--- config.mk ---
export PLATFORM = sky130hd
export DESIGN_NAME = unidad_busqueda_instrucciones
export DESIGN_NICKNAME = d
export VERILOG_FILES = /design/src/rtl/pipeline_pkg.sv /design/src/rtl/unidad_busqueda_instrucciones.sv
export SDC_FILE = /design/constraint.sdc
export NUM_CORES = 1
export LEC_CHECK = 0
export BUFFER_PORTS_ARGS = -buffer_cell sky130_fd_sc_hd__buf_2
export CAP_MARGIN = 20
export CELL_PAD_IN_SITES_DETAIL_PLACEMENT = 1
export CELL_PAD_IN_SITES_GLOBAL_PLACEMENT = 2
export CORE_MARGIN = 3
export CORE_UTILIZATION = 29
export CTS_CLUSTER_SIZE = 16
export DETAILED_ROUTE_END_ITERATION = 16
export PLACE_DENSITY = 0.95
export REMOVE_ABC_BUFFERS = 1
export SLEW_MARGIN = 40
export SYNTH_ARGS = -nofsm -noshare
export SYNTH_HDL_FRONTEND = slang
export SYNTH_SLANG_ARGS = --single-unit
--- constraint.sdc ---
create_clock -name clk -period 4.6 [get_ports clk]
set_input_delay 0.23 -clock clk [delete_from_list [all_inputs] [get_ports clk]]
set_output_delay 0.23 -clock clk [all_outputs]
set_load 0.02 [all_outputs]
--- src/rtl/pipeline_pkg.sv ---
// Shared pipeline constants and the fetch controller state encoding.
package pipeline_pkg;

    localparam int unsigned ADDR_W = 10;
    localparam int unsigned DATA_W = 32;
    localparam logic [31:0] HLT_CODE = 32'h0000_0001;

    typedef enum logic [1:0] {
        IDLE   = 2'd0,
        FETCH  = 2'd1,
        HALTED = 2'd2
    } estado_t;

endpackage

--- src/rtl/unidad_busqueda_instrucciones.sv ---
// Instruction-fetch sequencer: drives the synchronous ROM address, pairs each
// returned word with its PC, and handles stalls, redirects and HLT.
module unidad_busqueda_instrucciones #(
    parameter int unsigned ADDR_W = pipeline_pkg::ADDR_W,
    parameter int unsigned DATA_W = pipeline_pkg::DATA_W,
    parameter logic [ADDR_W-1:0] RESET_VECTOR = '0,
    parameter logic [DATA_W-1:0] HLT_CODE = pipeline_pkg::HLT_CODE
) (
    input  logic              clk,
    input  logic              reset_n,
    input  logic              start,
    input  logic              stall,
    input  logic              redirect,
    input  logic [ADDR_W-1:0] redirect_target,
    output logic [ADDR_W-1:0] direccion,
    input  logic [DATA_W-1:0] instruccion,
    output logic [DATA_W-1:0] inst_out,
    output logic [ADDR_W-1:0] pc_out,
    output logic              inst_valid,
    output logic              halted,
    output logic [15:0]       instr_count
);

    import pipeline_pkg::*;

    estado_t           estado;
    logic [ADDR_W-1:0] pc_fetch;
    logic [ADDR_W-1:0] pc_pend;
    logic              pend_valid;
    logic              entrega;
    logic              es_hlt;

    assign inst_out   = instruccion;
    assign pc_out     = pc_pend;
    assign halted     = (estado == HALTED);
    assign inst_valid = (estado == FETCH) && pend_valid && !redirect;
    assign entrega    = inst_valid && !stall;
    assign es_hlt     = entrega && (instruccion == HLT_CODE);

    // Outside FETCH the ROM is parked on the reset vector so a start edge
    // finds the first word already addressed.
    always_comb begin
        direccion = RESET_VECTOR;
        if (estado == FETCH) begin
            if (redirect)
                direccion = redirect_target;
            else if (stall)
                direccion = pc_pend;
            else
                direccion = pc_fetch;
        end
    end

    always_ff @(posedge clk or negedge reset_n) begin
        if (!reset_n) begin
            estado      <= IDLE;
            pc_fetch    <= RESET_VECTOR + 1'b1;
            pc_pend     <= RESET_VECTOR;
            pend_valid  <= 1'b0;
            instr_count <= 16'd0;
        end else begin
            case (estado)
                FETCH: begin
                    if (redirect) begin
                        pc_pend    <= redirect_target;
                        pc_fetch   <= redirect_target + 1'b1;
                        pend_valid <= 1'b1;
                    end else if (!stall) begin
                        if (es_hlt) begin
                            estado     <= HALTED;
                            pend_valid <= 1'b0;
                        end else begin
                            pc_pend    <= pc_fetch;
                            pc_fetch   <= pc_fetch + 1'b1;
                            pend_valid <= 1'b1;
                        end
                    end
                    if (entrega && instr_count != 16'hFFFF)
                        instr_count <= instr_count + 16'd1;
                end
                default: begin
                    pend_valid <= 1'b0;
                    if (start) begin
                        estado      <= FETCH;
                        pc_pend     <= RESET_VECTOR;
                        pc_fetch    <= RESET_VECTOR + 1'b1;
                        pend_valid  <= 1'b1;
                        instr_count <= 16'd0;
                    end
                end
            endcase
        end
    end

endmodule

==> metrics.md <==
| Metric | Value |
|---|---|
| Status | `completed` |
| Synth top area share | `33.9%` |
| Max-slew headroom | `51.3%` |
| Post-Syn Area | `2800 um2` |
| Die ar. | `10900 um2` |
| Leakage dissipation | `1.60 nW` |
| Clock transition at path regs | `0.08 ns` |
| Tmin final | `2.68 ns` |
| Pint | `637 uW` |
| Slew Limit Fails | `0` |
| Post-route setup TNS | `0 ns` |
| Worst EP arrival | `2.87 ns` |
| Ys async rst share | `100%` |
| Post-synthesis sequential area ratio | `34.9%` |
| Crit-path cells | `nand2b_2 > or2_0 > nor3_4 > nand2b_1 > mux2_2` |
| Detailed Place HPWL | `6850 um` |
| Commonest cells in the netlist | `dfrtp_1 (38), buf_4 (32), nor2_1 (31)` |
| Fillers | `1164` |
| Root Buffer | `clkbuf_8` |
| CP required | `4.79 ns` |
| CP top delay family | `simple AND/OR/NAND/NOR gates` |
| Final antenna-violating net count | `0` |
| First-pass GRT wire length | `14600 um` |
| Inserted Clock Buffers | `5` |
| First-pass DRT Iterations | `5` |
| Layout area overhead | `19.0%` |
| Clock network fraction of total power | `22.6%` |
| Synth area leaders | `dfrtp_1 (34%), mux2i_1 (10%), buf_4 (8.6%)` |
| Clock Sinks | `39` |
| CP Buf/Inv Count | `0` |
| Vias per cell | `5.20` |
| CTS tree | `done` |
| Vias in the first global route | `2859` |
| Ports | `117` |
| Starting Density | `30.0%` |
| WL/cell | `17.1 um` |
| Initial antenna violation count | `0` |
| Combinational group share of total power | `33.5%` |
| DRC errors left | `0` |
| Synthesized area per cell | `8.79 um2` |
| Crit path capture type | `register` |
| Layout cells sized above 1 | `34.8%` |
| GRT Total Usage | `16.2%` |
| Final Hold Vio Count | `0` |
| Library cells used by synthesis | `52` |
| Post-CTS setup buffer count | `0` |
| Worst-margin pin slew | `0.712 ns` |
| Final WL | `9010 um` |
| Crit-path slowest cell | `nor3_4` |
| Setup Crit Path Kind | `register to register` |
| Switching Power | `414 uW` |
| GRT overflow | `0` |
| Post-CTS Hold Buffers | `1` |
| CP Launch Type | `register` |
| Sw Share | `39.4%` |
| # diodes | `0` |
| GPL Wtd Cong | `0.776` |
| Hold crit path type | `input port to register` |
| Largest net degree at the start of global routing | `40` |
| Vias | `2737` |
| Clock latency on the worst-skew pair | `0.30 ns` |
| Max H-tree Level | `2` |
| Synth Flop Type | `dfrtp_1` |
| Flop pwr share | `43.9%` |
| Clk_skew | `0.00246 ns` |
| PortBufs | `116` |
| Die width | `104 um` |
| Worst-path fanout max | `24` |
| Most frequent cell after synthesis | `dfrtp_1` |
| Crit share post-route | `58.2%` |
| Post-DP Area | `3240 um2` |
| Post-cts resize count | `0` |
| Core Region | `9330 um2` |
| DIE HEIGHT | `104 um` |
| Finished Cell Area | `3340 um2` |
| Max clock buf depth | `2` |
| Final setup viols | `0` |
| Pwr dens | `315 nW/um2` |
| Max Cap Viol | `0` |
| Drt first-iter violations | `153` |
| Nets@finish | `445` |
| Cells after Synth | `319` |
| CP max stage delay | `0.53 ns` |
| Number of synthesized register bits | `39` |
| Area leader, netlist | `dfrtp_1` |
| Peak supply drop | `0.000128 V` |
| Fmax | `0.374 GHz` |
| RSZ-0062 raised after global routing | `false` |
| Synth warnings | `0` |
| Row cnt | `35` |
| Post-synth EDFFs | `0` |
layout by cell type (no fill, tap or decap), types with 3 or more instances in the layout:
| cell type | instances |
|---|---|
| buf_2 | 115 |
| dfrtp_1 | 38 |
| nor2_1 | 31 |
| mux2i_1 | 28 |
| nand2_1 | 21 |
| a21oi_1 | 17 |
| o31ai_1 | 11 |
| o21ai_0 | 11 |
| nand3_1 | 10 |
| nor3_1 | 9 |
| nor4_1 | 9 |
| inv_1 | 8 |
| xnor2_1 | 7 |
| nand4_1 | 6 |
| a22o_1 | 5 |
| clkbuf_8 | 5 |
| nor2b_1 | 4 |
| or4_1 | 4 |
| and2_1 | 3 |
| xor2_1 | 3 |
| a22oi_1 | 3 |
| or3_1 | 3 |
| nand3b_1 | 3 |
state kept, by name (all words and copies together) (netlist names):
name / count
instr_count: 16
pc_fetch: 10
pc_out: 10
estado: 2
pend_valid: 1
power by group through the flow:
stage	combinational (mW)	sequential, mW	clock (mW)
finish	0.353	0.461	0.238
global route	0.389	0.471	0.257
global placement	0.340	0.464	0
floorplan	0.152	0.487	0
CTS	0.356	0.461	0.241
detailed placement	0.354	0.468	0
cell families (layout without fill, tap and decap cells):
family / Yosys count / in the layout / share of synthesized area [%]
flip-flops: 39 / 39 / 34.9
XOR/XNOR: 10 / 10 / 3.13
adder cells (fa/ha/maj): 2 / 2 / 0.893
AO/OA/AOI/OAI: 61 / 61 / 14.6
multiplexers: 30 / 30 / 10.8
buffers and inverters: 56 / 134 / 12.5
AND/OR/NAND/NOR: 121 / 121 / 23.2
routing by layer:
metal,wire length (um),vias to the layer above,part of all wire [%],global-route usage [%]
li1,-,1273,-,-
met1,3630,1343,40,19.2
met2,4490,111,50,28.2
met3,735,10,8.2,4.16
met4,148,0,1.6,5.79
met5,0,-,0,0
path summary, 6_finish.rpt:
kind                                       start                       to  slack [ns]  cells past startpoint
setup / recovery           estado[1]$_DFFE_PN0P_    pc_out[1]$_DFFE_PN0P_        1.92                      5
hold / removal                             start    estado[0]$_DFFE_PN0P_        0.20                      3
setup reg to reg           estado[1]$_DFFE_PN0P_    pc_out[1]$_DFFE_PN0P_        1.92                      5
hold reg to reg            estado[1]$_DFFE_PN0P_    estado[1]$_DFFE_PN0P_        0.51                      1
max in group asynchronous                reset_n  pc_fetch[0]$_DFFE_PN1P_        3.78                      2
min in group asynchronous                reset_n    pc_out[9]$_DFFE_PN0P_        0.43                      2
stage by stage:
stage / worst slack [ns] / total power [mW] / hold WS [ns] / instances / utilization [%]
3_3_place_gp: 1.79 / 0.804 / 0.406 / 517 / 34.6
2_1_floorplan: 2.22 / 0.639 / -0.0656 / 271 / -
5_1_grt: 1.72 / 1.12 / 0.229 / 526 / 35.8
4_1_cts: 1.92 / 1.06 / 0.196 / 526 / 35.8
6_report: 1.92 / 1.05 / 0.200 / 526 / 35.8
3_5_place_dp: 1.93 / 0.821 / 0.239 / 517 / 34.7
worst register-to-register path, delay by kind of cell, from the launching register on:
| family | cells | cell delay (ns) |
|---|---|---|
| muxes | 1 | 0.37 |
| and+or+nand+nor | 4 | 1.80 |
| DFF | 1 | 0.40 |
area by class of cell:
cell class / count / area (um2) / share of cell area, %
multi-input combinational: 224 / 1480 / 44.3
sequential: 39 / 977 / 29.3
timing repair buffer: 118 / 601 / 18.0
tap: 129 / 161 / 4.84
clock buffer: 5 / 68.8 / 2.06
inverter: 8 / 30.0 / 0.900
clock inverter: 3 / 20.0 / 0.600
Power figures use the tool's default switching activity.
